`src/rtl/lsu_subword_ctrl.sv`:
```
// ============================================================================
// Module      : lsu_subword_ctrl
// Description : Load/store controller between the datapath and a data-cache
//               port without byte enables. Handles byte/half/word/dword
//               accesses with sign/zero extension, read-modify-write for
//               sub-word stores, and misaligned/illegal-size/timeout faults.
// Revision    : 1.0 - initial release
// ============================================================================
`default_nettype none

module lsu_subword_ctrl #(
  parameter int WORD_W      = 32,
  parameter int ADDR_W      = 32,
  parameter int TIMEOUT_CYC = 255
) (
  input  logic              CLK,
  input  logic              nRST,
  input  logic              req_valid,
  output logic              req_ready,
  input  logic              req_we,
  input  logic [1:0]        req_size,
  input  logic              req_unsigned,
  input  logic [ADDR_W-1:0] req_addr,
  input  logic [WORD_W-1:0] req_wdata,
  output logic              resp_valid,
  output logic [WORD_W-1:0] resp_rdata,
  output logic [1:0]        resp_fault,
  output logic              dmemREN,
  output logic              dmemWEN,
  output logic [ADDR_W-1:0] dmemaddr,
  output logic [WORD_W-1:0] dmemstore,
  input  logic [WORD_W-1:0] dmemload,
  input  logic              dhit
);

  localparam int BYTES = WORD_W / 8;
  localparam int OFF_W = $clog2(BYTES);
  localparam int IDX_W = $clog2(WORD_W);
  localparam int CNT_W = $clog2(TIMEOUT_CYC + 2);

  localparam logic [1:0] c_FLT_OK    = 2'b00;
  localparam logic [1:0] c_FLT_ALIGN = 2'b01;
  localparam logic [1:0] c_FLT_TMO   = 2'b10;
  localparam logic [1:0] c_FLT_SIZE  = 2'b11;

  typedef enum logic [2:0] {
    S_IDLE   = 3'd0,
    S_RD     = 3'd1,
    S_RMW_RD = 3'd2,
    S_WR     = 3'd3,
    S_RESP   = 3'd4
  } state_t;

  state_t            r_state;
  logic [CNT_W-1:0]  r_cnt;
  logic [1:0]        r_size;
  logic              r_unsigned;
  logic [OFF_W-1:0]  r_off;
  logic [WORD_W-1:0] r_wdata;
  logic              r_ready;
  logic              r_ren;
  logic              r_wen;
  logic              r_resp_valid;
  logic [WORD_W-1:0] r_rdata;
  logic [1:0]        r_fault;
  logic [ADDR_W-1:0] r_addr;
  logic [WORD_W-1:0] r_store;

  logic [3:0]        w_req_bytes;
  logic              w_illegal;
  logic              w_misal;
  logic              w_full;
  logic [IDX_W-1:0]  w_msb;
  logic [OFF_W+2:0]  w_shamt;
  logic [WORD_W-1:0] w_shifted;
  logic [WORD_W-1:0] w_lmask;
  logic [WORD_W-1:0] w_mask;
  logic [WORD_W-1:0] w_ext;
  logic [WORD_W-1:0] w_merged;
  logic              w_sign;
  logic              w_tmo;

  // Request classification: illegal size beats misalignment; full-word stores skip the read.
  always_comb begin
    w_req_bytes = 4'd1 << req_size;
    w_illegal   = int'(w_req_bytes) > BYTES;
    w_misal     = |(req_addr[2:0] & 3'(w_req_bytes - 4'd1));
    w_full      = int'(w_req_bytes) == BYTES;
  end

  // Lane extraction for loads and lane merge for sub-word stores.
  always_comb begin
    case (r_size)
      2'd0:    w_msb = IDX_W'(7);
      2'd1:    w_msb = IDX_W'(15);
      2'd2:    w_msb = IDX_W'(31);
      default: w_msb = IDX_W'(WORD_W - 1);
    endcase
    w_shamt   = {r_off, 3'b000};
    w_shifted = dmemload >> w_shamt;
    w_sign    = ~r_unsigned & w_shifted[w_msb];
    for (int i = 0; i < WORD_W; i++) begin
      w_lmask[i] = (i <= int'(w_msb));
      w_ext[i]   = (i <= int'(w_msb)) ? w_shifted[i] : w_sign;
    end
    w_mask   = w_lmask << w_shamt;
    w_merged = (dmemload & ~w_mask) | ((r_wdata << w_shamt) & w_mask);
    w_tmo    = (TIMEOUT_CYC != 0) && (r_cnt == CNT_W'(TIMEOUT_CYC - 1));
  end

  // Main controller FSM with registered Moore outputs.
  always_ff @(posedge CLK) begin
    if (!nRST) begin
      r_state      <= S_IDLE;
      r_cnt        <= '0;
      r_size       <= '0;
      r_unsigned   <= 1'b0;
      r_off        <= '0;
      r_wdata      <= '0;
      r_ready      <= 1'b0;
      r_ren        <= 1'b0;
      r_wen        <= 1'b0;
      r_resp_valid <= 1'b0;
      r_rdata      <= '0;
      r_fault      <= c_FLT_OK;
      r_addr       <= '0;
      r_store      <= '0;
    end else begin
      case (r_state)
        S_IDLE: begin
          if (req_valid && r_ready) begin
            r_size     <= req_size;
            r_unsigned <= req_unsigned;
            r_off      <= req_addr[OFF_W-1:0];
            r_wdata    <= req_wdata;
            r_addr     <= {req_addr[ADDR_W-1:OFF_W], {OFF_W{1'b0}}};
            r_ready    <= 1'b0;
            r_cnt      <= '0;
            if (w_illegal || w_misal) begin
              r_state      <= S_RESP;
              r_resp_valid <= 1'b1;
              r_rdata      <= '0;
              r_fault      <= w_illegal ? c_FLT_SIZE : c_FLT_ALIGN;
            end else if (!req_we) begin
              r_state <= S_RD;
              r_ren   <= 1'b1;
            end else if (w_full) begin
              r_state <= S_WR;
              r_wen   <= 1'b1;
              r_store <= req_wdata;
            end else begin
              r_state <= S_RMW_RD;
              r_ren   <= 1'b1;
            end
          end else begin
            r_ready <= 1'b1;
          end
        end
        S_RD: begin
          if (dhit) begin
            r_state      <= S_RESP;
            r_ren        <= 1'b0;
            r_resp_valid <= 1'b1;
            r_rdata      <= w_ext;
            r_fault      <= c_FLT_OK;
          end else if (w_tmo) begin
            r_state      <= S_RESP;
            r_ren        <= 1'b0;
            r_resp_valid <= 1'b1;
            r_rdata      <= '0;
            r_fault      <= c_FLT_TMO;
          end else begin
            r_cnt <= r_cnt + 1'b1;
          end
        end
        S_RMW_RD: begin
          if (dhit) begin
            r_state <= S_WR;
            r_ren   <= 1'b0;
            r_wen   <= 1'b1;
            r_store <= w_merged;
            r_cnt   <= '0;
          end else if (w_tmo) begin
            r_state      <= S_RESP;
            r_ren        <= 1'b0;
            r_resp_valid <= 1'b1;
            r_rdata      <= '0;
            r_fault      <= c_FLT_TMO;
          end else begin
            r_cnt <= r_cnt + 1'b1;
          end
        end
        S_WR: begin
          if (dhit || w_tmo) begin
            r_state      <= S_RESP;
            r_wen        <= 1'b0;
            r_resp_valid <= 1'b1;
            r_rdata      <= '0;
            r_fault      <= dhit ? c_FLT_OK : c_FLT_TMO;
          end else begin
            r_cnt <= r_cnt + 1'b1;
          end
        end
        S_RESP: begin
          r_state      <= S_IDLE;
          r_resp_valid <= 1'b0;
          r_ready      <= 1'b1;
        end
        default: begin
          r_state <= S_IDLE;
        end
      endcase
    end
  end

  assign req_ready  = r_ready;
  assign resp_valid = r_resp_valid;
  assign resp_rdata = r_rdata;
  assign resp_fault = r_fault;
  assign dmemREN    = r_ren;
  assign dmemWEN    = r_wen;
  assign dmemaddr   = r_addr;
  assign dmemstore  = r_store;

endmodule

`default_nettype wire

```
`config.mk`:
```
export PLATFORM = sky130hd
export DESIGN_NAME = lsu_subword_ctrl
export DESIGN_NICKNAME = d
export VERILOG_FILES = /design/src/rtl/lsu_subword_ctrl.sv
export SDC_FILE = /design/constraint.sdc
export NUM_CORES = 1
export LEC_CHECK = 0
export CAP_MARGIN = 25
export CORE_UTILIZATION = 40
export DETAILED_ROUTE_END_ITERATION = 16
export PLACE_DENSITY = 0.68
export SYNTH_ARGS = -nofsm -noshare
export SYNTH_HDL_FRONTEND = slang
export SYNTH_SLANG_ARGS = --single-unit
```
`constraint.sdc`:
```
create_clock -name CLK -period 3.5 [get_ports CLK]
set_clock_uncertainty 0.1 [all_clocks]
set_input_delay 0.7 -clock CLK [delete_from_list [all_inputs] [get_ports CLK]]
set_output_delay 0.7 -clock CLK [all_outputs]
set_load 0.01 [all_outputs]
```
After elaboration in Yosys (flattened, before gate mapping)

Index checks and enable logic that the tools add are counted.

Word-level logic and storage cells: 194
Memory bits (writable): 0
Bits of input ports: 104
Latch bits: 0
Register bits after elaboration: 149
Memories kept: 0
Output and inout bits: 102
ROM bits: 0

Divide/modulo/power cells: 0
Multiplexer cells: 94
Bitwise gates (word level): 7
Order comparisons: 33
Eq/ne operators: 19
Shift operators: 4
Reduce and logical (&&, ||, !) cells: 21
Add/sub/neg operators: 2
Multiply operators: 0

Operator list:

| kind                                                                  | count |
|---|---|
| 32-bit two-way mux                                                    | 11 |
| 32-bit case mux with 4 select lines                                   | 1 |
| 5-bit <= comparator (first input constant)                            | 16 |
| 32-bit AND                                                            | 2 |
| 32-bit case mux with 2 select lines                                   | 1 |
| 32-bit by 5-bit left shift with 32-bit output                         | 2 |
| 1-bit two-way mux                                                     | 52 |
| 9-bit two-way mux                                                     | 5 |
| 4-bit by 5-bit <= comparator with 1-bit output (first input constant) | 8 |
| 9-bit case mux with 4 select lines                                    | 1 |
| 32-bit NOT                                                            | 1 |
| 32-bit bitwise OR                                                     | 1 |
| 32-bit by 5-bit >> shifter with 32-bit output                         | 1 |
| 3-bit by 5-bit <= comparator with 1-bit output (first input constant) | 4 |
| 2-bit inequality test (second input constant)                         | 10 |
| 2-bit two-way mux                                                     | 9 |
| 3-bit two-way mux                                                     | 6 |
| 5-bit AND reduction                                                   | 3 |
| 3-bit case mux with 4 select lines                                    | 1 |
| 2-bit by 5-bit <= comparator with 1-bit output (first input constant) | 2 |
| 5-bit case mux with 2 select lines                                    | 1 |
| 9-bit by 1-bit adder with 9-bit output (second input constant)        | 1 |
| 9-bit by 8-bit == test with 1-bit output (second input constant)      | 1 |
| 2-bit case mux with 4 select lines                                    | 1 |
| other kinds (33)                                                      | 39 |

Logic depth before layout (Yosys ltp)

Depth in word-level cells: 9
Mapped depth: 8
Depth with buffers taken out: 6

Worst setup path before layout

No wires, ideal clock.

Kind: input -> register
Start: input req_addr[0]
End: register r_store[16], in the netlist dmemstore[16]
Library setup time: 119 ps
Data required time: 3281 ps
Path slack: 1257 ps
Data arrival time: 2025 ps
Stages: 6
Cell sequence: or3_1 > buf_6 > a211oi_4 > buf_4 > o21ai_0 > o221a_2

Word-level cells in the longest chain between the ends: 5

Ends and longest elaborated chain:

| what                                   | RTL line | RTL |
|---|---|---|
| start: declaration                     | 23       | `input logic [ADDR_W-1:0] req_addr,` |
| 3-bit AND                              | 87       | `w_misal = \|(req_addr[2:0] & 3'(w_req_bytes - 4'd1));` |
| 3-bit OR reduction                     | 87       |  |
| 1-bit logical OR                       | 139      | `if (w_illegal \|\| w_misal) begin` |
| 2-bit inequality test (no source line) | --       |  |
| 6-bit AND reduction (no source line)   | --       |  |
| end signal: assignment                 | 150      | `r_store <= req_wdata;` |
| end signal: assignment                 | 181      | `r_store <= w_merged;` |
| end: declaration                       | 67       | `logic [WORD_W-1:0] r_store;` |

Every way passes these cells.
A chain may end at the register's enable or synchronous reset.

Worst setup path in the final report

Start: register r_state[0]
End: register r_wdata[15]

Word-level cells in the longest chain between the ends: 2

Ends and longest elaborated chain:

| what                                 | RTL line | RTL |
|---|---|---|
| start: declaration                   | 54       | `state_t r_state;` |
| start signal: assignment             | 114      | `r_state <= S_IDLE;` |
| start signal: assignment             | 140      | `r_state <= S_RESP;` |
| start signal: assignment             | 145      | `r_state <= S_RD;` |
| 3-bit zero test                      | 129      | `case (r_state)` |
| 2-bit AND reduction (no source line) | --       |  |
| end signal: assignment               | 135      | `r_wdata <= req_wdata;` |
| end: declaration                     | 59       | `logic [WORD_W-1:0] r_wdata;` |

Every way passes these cells.

==> impl_metrics.ini <==
[power_and_ir_drop]
leakagePower_nw = 3.659
pwr-share-clk = 0.425
powerDensity_nw_per_um2 = 434.2
p_seq_frac = 0.410
power.internal_mw = 3.254
ir_worst_vdd_mv = 0.3829
switchingPower_mw = 1.208
p_comb_frac = 0.165
switching_share = 0.2708

[routing]
via_per_inst = 5.822
finalWirelength_mm = 25.73
drtIter0Drc = 728
avgRoutedWirePerCell_um = 19.66
drc = 0
final_antenna_net_count = 0
vias = 7621
dr.pass1.iters = 6

[timing]
fmaxAchievable_mhz = 369.2
hold_violations = 0
setup_viol = 0
fin_crit_ps = 2709
timing.setup.tns_ps = 0
rsz0062_at_grt = false
whs_ps = 351.6
relSlewSlack = 0.3668
slew_violations = 0
fin_ws_ps = 791.1
tightest_slew_ps = 946.2
period_share = 0.7740

[synthesis]
synth_top_area_frac = 0.3934
synth.yosys.seq_area_share = 0.3934
syn_inst = 908
ys.flop_type = dfxtp_1
synth_warnings = 0
async_flop_share = 0
syn_avg_cell_area_sq_um = 8.351
synthTopCellsByArea = dfxtp_1 39%, nand2_1 9.5%, a21oi_1 6.1%
synth.most_common_cell = nand2_1
synth_common_cells = 191 x nand2_1, 149 x dfxtp_1, 93 x a21oi_1
synth-edff-count = 0
synth_cell_types = 81
syn_area_sq_um = 7582
synth.largest_area_cell = dfxtp_1
synth.ff_latch_count = 149

[grt]
grt_pass1_wl_mm = 40.00
track_usage = 0.2633
overflow = 0
grt_antenna_before_repair = 0
first_global_vias = 7100
grt_max_degree = 63

[cts]
cts_max_path_buffers = 2
cts.reportedPaths.clkPinSlew_ps = 60
cts_buffers = 17
cts_hold_buf = 0
htree_levels = 4
cts_tree = yes
postCtsSetupBuffers = 0
cts-root-buf = clkbuf_16
clock_latency_ps = 430
cts_resized = 0
numClockSinks = 149

[worst_setup_path]
crit_arrival_ps = 2910
max_stage_delay_ps = 830
crit_fanout = 43
end_kind = flop
slowest_stage = nor2_1
crit_chain = nor2_1 > nand2_2 > buf_12 > nand2_1 > a21oi_1
required_ps = 3700
crit_type = reg -> reg
critPathLaunchType = flop

[layout]
fillers = 1731
seqCellArea_sq_um = 2985
multi_input_area_sq_um = 4161
diodes = 0
area_growth_pct = 35.55
nets = 1173
drive_gt1_frac = 0.09907
final_util = 0.5625

[status]
status = complete, no violations

[floorplan]
initial_core_util = 0.4150
rows = 49
coreArea_sq_um = 18270
ios = 206
die_area_sq_um = 19510
die_w_um = 139.7
chipHeight_um = 139.7

[place]
io_buffers = 203
dp_hpwl_mm = 18.24
place_ws_ps = 443.0
place_congestion = 0.8931

[worst_hold_path]
hp-class = reg -> reg

[flow_run]
drv_cap = 0
final timing paths:
kind	from	to	slack, ps	depth (start not counted)
worst min-delay path	r_wdata[25]	r_wdata[25]	350	2
worst max-delay path	r_state[0]	r_wdata[15]	790	5
worst min register to register	r_wdata[25]	r_wdata[25]	350	2
worst max register to register	r_state[0]	r_wdata[15]	790	5
flip-flops by register name (all words and copies together), names as in the netlist, 2 cells and up:
register,flops
dmemaddr,30
dmemstore,32
r_cnt,9
r_off,2
r_size,2
r_state,3
r_wdata,32
resp_fault,2
resp_rdata,32
final cells by class:
class,count,share of cell area
repair buffers,225,0.2157
flip-flops and latches,149,0.2905
multi-input cells,667,0.4049
well taps,229,0.02788
clock inverters,11,0.01461
inverters,7,0.002557
clock buffers,21,0.04383
cell families after synthesis:
| logic type | synth area share |
|---|---|
| buffers and inverters | 0.05858 |
| other | 0.0004946 |
| flip-flops | 0.3934 |
| AO/OA/AOI/OAI | 0.2766 |
| AND/OR/NAND/NOR | 0.1886 |
| XOR/XNOR | 0.001155 |
| adder cells (fa/ha/maj) | 0.003300 |
| multiplexers | 0.07789 |
critical path: cells and delay by family (launching register included):
kind / cells / cell delay, ps
DFF: 1 / 530
AOI/OAI and AO/OA: 1 / 70
and+or+nand+nor: 3 / 1490
buffers and inverters: 1 / 350
cells in the final DEF, fill, tap and decap left out, drive strengths merged, types with 5 or more instances in the layout:
cell type	n
mux2i	32
inv	7
a22o	9
a211oi	16
nor4	9
mux2	22
a32o	7
nor3	13
buf	23
o22a	7
o21ai	35
a31oi	22
dfxtp	149
or3	9
nand3	12
nor2	30
o211ai	10
a21oi	93
o311a	7
nand2b	11
o221a	15
o221ai	9
clkinvlp	5
o31ai	9
and3	5
clkdlybuf4s50	202
a221o	16
nor2b	16
clkbuf	21
nand2	191
per-layer routing:
layer | GRT usage | wire, um
met1 | 0.3622 | 11550
met2 | 0.3895 | 11150
met5 | 0 | 0
met4 | 0.09659 | 622
met3 | 0.07433 | 2408
power by group through the flow:
stage	sequential, mW	clock, mW	combinational (mW)
5_1_grt	1.84	1.99	0.795
3_3_place_gp	1.86	0	0.726
4_1_cts	1.83	1.93	0.734
3_5_place_dp	1.86	0	0.729
2_1_floorplan	1.86	0	0.394
6_report	1.83	1.90	0.736
metrics by stage:
stage | instance area, sq um | std cells | power (mW)
after floorplan | 7586 | 909 | 2.251
after global placement | 9677 | 1277 | 2.589
after detailed placement | 9677 | 1277 | 2.594
after CTS | 10280 | 1309 | 4.487
after global routing | 10280 | 1309 | 4.618
final | 10280 | 1309 | 4.462
(Power assumes the default switching activity.)
